`config.mk`:
```
export PLATFORM = sky130hd
export DESIGN_NAME = ps2_key_encoder
export DESIGN_NICKNAME = d
export VERILOG_FILES = /design/src/rtl/ps2_key_encoder.sv
export SDC_FILE = /design/constraint.sdc
export NUM_CORES = 1
export LEC_CHECK = 0
export ABC_CLOCK_PERIOD_IN_PS = 2000
export BUFFER_PORTS_ARGS = -buffer_cell sky130_fd_sc_hd__buf_2
export CAP_MARGIN = 5
export CORE_MARGIN = 10
export CORE_UTILIZATION = 45
export DETAILED_ROUTE_END_ITERATION = 7
export PLACE_DENSITY = 0.67
export SYNTH_ARGS = -nofsm -noshare
export SYNTH_HDL_FRONTEND = slang
export SYNTH_SLANG_ARGS = --single-unit
```
`constraint.sdc`:
```
create_clock -name clk -period 2 [get_ports clk]
set_clock_uncertainty 0.15 [all_clocks]
set_input_delay 0.3 -clock clk [delete_from_list [all_inputs] [get_ports clk]]
set_output_delay 0.3 -clock clk [all_outputs]
set_load 0.01 [all_outputs]
```
`src/rtl/ps2_key_encoder.sv`:
```
// ps2_key_encoder
// ---------------------------------------------------------------------------
// Emulates a PS/2 keyboard toward a host-side scancode receiver. A 5-bit
// letter code is accepted on a valid/ready handshake and translated to its
// PS/2 Set-2 make code. The full keystroke {make, F0, make} is then sent on
// ps2_clk/ps2_data as three 11-bit device-to-host frames (start, d0..d7 LSB
// first, odd parity, stop). Each frame is followed by an idle gap of
// GAP_HALVES half-periods with both lines high.
//
// Parameters
//   CLK_DIV     clk cycles per PS/2 half-period (>= 2)
//   GAP_HALVES  idle half-periods after each frame (>= 1)
//
// Ports
//   clk        system clock, rising edge
//   reset      synchronous, active-high
//   key_code   letter code, captured on accept
//   key_valid  request from source
//   key_ready  high only while idle
//   ps2_clk    emulated PS/2 clock, idle high
//   ps2_data   emulated PS/2 data, idle high
//   busy       high while a keystroke sequence is being sent
//   err        one-cycle pulse when an unmapped code is accepted
// ---------------------------------------------------------------------------
module ps2_key_encoder #(
  parameter int CLK_DIV    = 4000,
  parameter int GAP_HALVES = 4
) (
  input  logic       clk,
  input  logic       reset,
  input  logic [4:0] key_code,
  input  logic       key_valid,
  output logic       key_ready,
  output logic       ps2_clk,
  output logic       ps2_data,
  output logic       busy,
  output logic       err
);

  localparam int DIV_W = (CLK_DIV > 1) ? $clog2(CLK_DIV) : 1;
  localparam int GAP_W = (GAP_HALVES > 1) ? $clog2(GAP_HALVES) : 1;
  localparam logic [DIV_W-1:0] DIV_LAST = DIV_W'(CLK_DIV - 1);
  localparam logic [GAP_W-1:0] GAP_LAST = GAP_W'(GAP_HALVES - 1);
  localparam logic [3:0]       STOP_BIT = 4'd10;
  localparam logic [7:0]       BREAK_PREFIX = 8'hF0;

  typedef enum logic [1:0] {
    IDLE,
    SEND,
    GAP
  } state_t;

  state_t           state;
  state_t           state_next;
  logic [DIV_W-1:0] div_cnt;     // clk cycles within the current half-period
  logic             phase;       // 0: ps2_clk high half, 1: ps2_clk low half
  logic [3:0]       bit_idx;     // 0 = start .. 10 = stop
  logic [1:0]       byte_idx;    // 0 = make, 1 = F0, 2 = make
  logic [GAP_W-1:0] gap_cnt;     // half-periods elapsed in the gap
  logic [7:0]       make_code;   // make code of the accepted key

  logic             accept;
  logic             map_hit;
  logic [7:0]       map_make;
  logic             half_done;
  logic [7:0]       cur_byte;
  logic             frame_bit;

  // Letter code to Set-2 make code. Returns {hit, make}; hit=0 for unmapped.
  function automatic logic [8:0] map_code(input logic [4:0] code);
    case (code)
      5'b00000: map_code = {1'b1, 8'h1C}; // a
      5'b00001: map_code = {1'b1, 8'h32}; // b
      5'b00010: map_code = {1'b1, 8'h21}; // c
      5'b00011: map_code = {1'b1, 8'h23}; // d
      5'b00100: map_code = {1'b1, 8'h24}; // e
      5'b00101: map_code = {1'b1, 8'h2B}; // f
      5'b00111: map_code = {1'b1, 8'h34}; // g
      5'b01000: map_code = {1'b1, 8'h33}; // h
      5'b01001: map_code = {1'b1, 8'h43}; // i
      5'b01010: map_code = {1'b1, 8'h3B}; // j
      5'b01011: map_code = {1'b1, 8'h42}; // k
      5'b01111: map_code = {1'b1, 8'h4B}; // l
      5'b10000: map_code = {1'b1, 8'h3A}; // m
      5'b10001: map_code = {1'b1, 8'h31}; // n
      5'b10010: map_code = {1'b1, 8'h44}; // o
      5'b10011: map_code = {1'b1, 8'h4D}; // p
      5'b10100: map_code = {1'b1, 8'h15}; // q
      5'b10101: map_code = {1'b1, 8'h2D}; // r
      5'b10110: map_code = {1'b1, 8'h1B}; // s
      5'b10111: map_code = {1'b1, 8'h2C}; // t
      5'b11000: map_code = {1'b1, 8'h3C}; // u
      5'b11001: map_code = {1'b1, 8'h2A}; // v
      5'b11010: map_code = {1'b1, 8'h1D}; // w
      5'b11011: map_code = {1'b1, 8'h22}; // x
      5'b11100: map_code = {1'b1, 8'h35}; // y
      5'b11101: map_code = {1'b1, 8'h1A}; // z
      5'b11111: map_code = {1'b1, 8'h5A}; // ENTR
      default:  map_code = {1'b0, 8'h00}; // 00110, 01100, 01101, 01110, 11110
    endcase
  endfunction

  assign {map_hit, map_make} = map_code(key_code);
  assign key_ready = (state == IDLE);
  assign busy      = (state != IDLE);
  assign accept    = key_valid & key_ready;
  assign half_done = (div_cnt == DIV_LAST);
  assign cur_byte  = (byte_idx == 2'd1) ? BREAK_PREFIX : make_code;

  // Bit presented during the current bit cell.
  always_comb begin
    // NOTE: every always_comb output gets a default first so no path leaves
    // it unassigned, which would otherwise infer a latch.
    frame_bit = 1'b1;
    if (bit_idx == 4'd0) begin
      frame_bit = 1'b0;                          // start
    end else if (bit_idx <= 4'd8) begin
      // bit_idx 1..8 carries d0..d7; the 3-bit wrap maps 8 onto index 7.
      frame_bit = cur_byte[bit_idx[2:0] - 3'd1];
    end else if (bit_idx == 4'd9) begin
      frame_bit = ~^cur_byte;                    // odd parity
    end
  end

  // Lines change only on half-period boundaries, so data is always settled
  // a full half-period before ps2_clk falls and held while it is low.
  assign ps2_clk  = !((state == SEND) && phase);
  assign ps2_data = (state == SEND) ? frame_bit : 1'b1;

  always_comb begin
    state_next = state;
    case (state)
      IDLE: if (accept && map_hit) state_next = SEND;
      SEND: if (half_done && phase && (bit_idx == STOP_BIT)) state_next = GAP;
      GAP: begin
        if (half_done && (gap_cnt == GAP_LAST)) begin
          state_next = (byte_idx == 2'd2) ? IDLE : SEND;
        end
      end
      default: state_next = IDLE;
    endcase
  end

  // NOTE: sequential state uses non-blocking assignments so every register
  // samples pre-edge values regardless of statement order.
  always_ff @(posedge clk) begin
    if (reset) begin
      state     <= IDLE;
      div_cnt   <= '0;
      phase     <= 1'b0;
      bit_idx   <= '0;
      byte_idx  <= '0;
      gap_cnt   <= '0;
      make_code <= '0;
      err       <= 1'b0;
    end else begin
      state <= state_next;
      err   <= accept & ~map_hit;

      case (state)
        IDLE: begin
          div_cnt  <= '0;
          phase    <= 1'b0;
          bit_idx  <= '0;
          byte_idx <= '0;
          gap_cnt  <= '0;
          if (accept && map_hit) make_code <= map_make;
        end

        SEND: begin
          if (half_done) begin
            div_cnt <= '0;
            if (phase) begin
              phase   <= 1'b0;
              bit_idx <= (bit_idx == STOP_BIT) ? 4'd0 : bit_idx + 4'd1;
            end else begin
              phase <= 1'b1;
            end
          end else begin
            div_cnt <= div_cnt + 1'b1;
          end
        end

        GAP: begin
          if (half_done) begin
            div_cnt <= '0;
            if (gap_cnt == GAP_LAST) begin
              gap_cnt  <= '0;
              byte_idx <= byte_idx + 2'd1;
            end else begin
              gap_cnt <= gap_cnt + 1'b1;
            end
          end else begin
            div_cnt <= div_cnt + 1'b1;
          end
        end

        default: ;
      endcase
    end
  end

endmodule

```
==> results.ini <==
[run_status]
status = finished, violations left
violations = negative setup slack

[place]
dp.cells = 358
portBuffers = 12
routabilityCongestion = 0.8421
place_area_sq_um = 2669
dp_hpwl_mm = 3.754

[grt]
overflow = 0
grt_use_met3 = 0.02119
use_met2 = 0.1967
grt_busiest_layer = met2
grt_pass1_wl_mm = 8.438
antenna_found_initial = 0
track_usage = 0.1165
grt_pass1_vias = 1900
use_met1 = 0.1447
grt_start_max_net_pins = 18

[min_path]
holdPathStages = 3
hp-start = key_valid
hold_path.class = primary input to flop
min_to = err$_SDFF_PP0_

[setup_path]
criticalPathCategory = flop to primary output
critPathCaptureType = primary output
slowest_delay_ns = 0.35
crit_required_ns = 1.55
critPathArrivalTime_ns = 1.83
slowest_stage = dfxtp_2
reg2reg_depth = 6
r2r_start = div_cnt[6]$_SDFFE_PP0P_
path_cells = inv_2 > ha_4 > mux2i_1 > nor2_1 > a311oi_2 > a31oi_1 > and3_1 > buf_2
reg2reg_to = bit_idx[3]$_SDFFE_PP0P_
rrSetupSlack_ns = 0.05
cp_max_fo = 2
worstSetupStartpointType = flop

[drt]
avgRoutedWirePerCell_microns = 13.35
wl_mm = 4.914
drt_first_pass_iters = 4
viasPerCell = 5.220
drcViolationCount = 0
ant_nets = 0
drtIter0Drc = 80
dr_total_vias = 1921

[sta]
fin_ws_ns = -0.2827
drv_slew = 0
setup-violations-final = 1
min_period_ns = 2.283
rsz0062_at_grt = true
fmax_mhz = 438.1
finalHoldViolations = 0
tightest_slew_ns = 0.3665
holdWs_ns = 0.1934
fin_crit_sh = 1.141
slew-limit-headroom = 0.7493

[clock_tree]
clkLatencyLatePin_ns = 0.28
clkSlewWorstSetupHoldPaths_ns = 0.06
cts_buffers = 5
cts-root-buf = clkbuf_8
htree_levels = 2
clock_path_buffers = 2
cts_sinks = 31
cts_tree = yes

[logic_synthesis]
syn_area_sq_um = 2315
syn_avg_cell_area_sq_um = 8.972
synth-edff-count = 0
yosys.cell_count.top_type = nor2_1
syn-num-nets = 286
ys_ff_latch = 31
synth_area_leader_cell = dfxtp_1
yosys_warnings = 0
yosys-top-cells-area = dfxtp_1, ha_1, mux4_2
yosysSeqAreaShare = 0.2681
ys.flop_type = dfxtp_1
yosysTopAreaCellShare = 0.2681
ys_top_cells_by_count = nor2_1, dfxtp_1, ha_1
synth_cells = 258
async_flop_share = 0
yosysUniqueCellTypes = 52

[pwr]
powerDensity_nw_per_um2 = 933.6
total_power_uw = 2669
vdd_drop_max_mv = 0.4579
power.leakage_uw = 0.001177

[job]
drv_cap = 0

[floorplanning]
start_util = 0.4591
ios = 13
core_area_sq_um = 5042
fp.dieH_microns = 91.72
fp-row-count = 26
die_w_microns = 91.72
die_area_sq_um = 8413

[finish]
stdcell_count = 368
diodes = 0
postLayoutCoreUtil = 0.5670
num-fill-cells = 438
drive_above_1_share = 0.3020
nets = 326
final_area_sq_um = 2859
syn_to_final_growth_pct = 23.51

==> where the power goes <==
part / switching, uW / leakage [uW] / internal, uW
combinational: 685 / 0.000877 / 721
sequential: 74.2 / 0.000254 / 701
clock: 219 / 0.0000470 / 269
==> per-layer routing <==
layer | vias up | share of wire
met5 | - | 0
met4 | 0 | 0.013
met3 | 5 | 0.021
met2 | 22 | 0.49
met1 | 900 | 0.48
li1 | 994 | -
==> sequential cells by signal (all words and copies together) (netlist names) <==
signal,flops
bit_idx,4
div_cnt,12
make_code,7
state,2
gap_cnt,2
err,1
byte_idx,2
phase,1
==> metrics by stage <==
stage | setup TNS [ns] | setup WS [ns]
after CTS | -0.3302 | -0.3302
after detailed placement | -0.1601 | -0.1359
final | -0.2827 | -0.2827
after global routing | -0.4487 | -0.3543
after global placement | -0.02057 | -0.02057
after floorplan | -0.02171 | -0.02171
==> layout make-up <==
| cell class | instances | area [sq um] | share of cell area |
|---|---|---|---|
| Clock buffer | 6 | 82.58 | 0.02888 |
| Sequential cell | 31 | 625.6 | 0.2188 |
| Multi-Input combinational cell | 197 | 1638 | 0.5729 |
| Clock inverter | 1 | 5.005 | 0.001751 |
| Tap cell | 70 | 87.58 | 0.03063 |
| Inverter | 16 | 60.06 | 0.02101 |
| Timing Repair Buffer | 47 | 360.3 | 0.1260 |
==> critical path, delay by kind of cell, from the launching register on <==
| family | cells | cell delay [ns] |
|---|---|---|
| buffers and inverters | 2 | 0.19 |
| and+or+nand+nor | 2 | 0.22 |
| DFF | 1 | 0.35 |
| AOI/OAI and AO/OA | 2 | 0.36 |
| adders and majority gates | 1 | 0.26 |
| muxes | 1 | 0.19 |
==> kinds of logic (layout without fill, tap and decap cells) <==
family | count (synthesis) | after routing | synth area share
AO/OA/AOI/OAI | 43 | 43 | 0.1476
XOR/XNOR | 20 | 20 | 0.07568
adder cells (fa/ha/maj) | 20 | 20 | 0.1081
buffers and inverters | 30 | 70 | 0.05297
multiplexers | 18 | 18 | 0.1173
flip-flops | 31 | 31 | 0.2681
AND/OR/NAND/NOR | 96 | 96 | 0.2303
==> how the worst max path moves through the flow <==
stage                       startpoint       end  depth (start not counted)
2_1_floorplan  bit_idx[0]$_SDFFE_PP0P_  ps2_data                          7
3_3_place_gp   bit_idx[1]$_SDFFE_PP0P_  ps2_data                          8
3_5_place_dp   bit_idx[1]$_SDFFE_PP0P_  ps2_data                          8
4_1_cts        bit_idx[1]$_SDFFE_PP0P_  ps2_data                          8
5_1_grt        bit_idx[0]$_SDFFE_PP0P_  ps2_data                          8
6_report       bit_idx[0]$_SDFFE_PP0P_  ps2_data                          8
==> timing repair <==
action	in CTS	in global routing
setup endpoints to repair	1	7
buffers inserted	0	3
pin swaps	6	10
gates resized for setup	5	11
hold endpoints to repair	0	0
hold buffers	0	0
==> placed cells by master (no fill, tap or decap), types with 8 or more instances in the layout <==
| master | n |
|---|---|
| xor2_1 | 11 |
| mux2i_1 | 8 |
| nand2_1 | 16 |
| xnor2_1 | 9 |
| inv_1 | 14 |
| ha_1 | 16 |
| dfxtp_1 | 27 |
| buf_4 | 32 |
| buf_2 | 12 |
| nor2_1 | 38 |
| a21oi_1 | 9 |
Note: power is estimated with default switching activity, not from simulation.
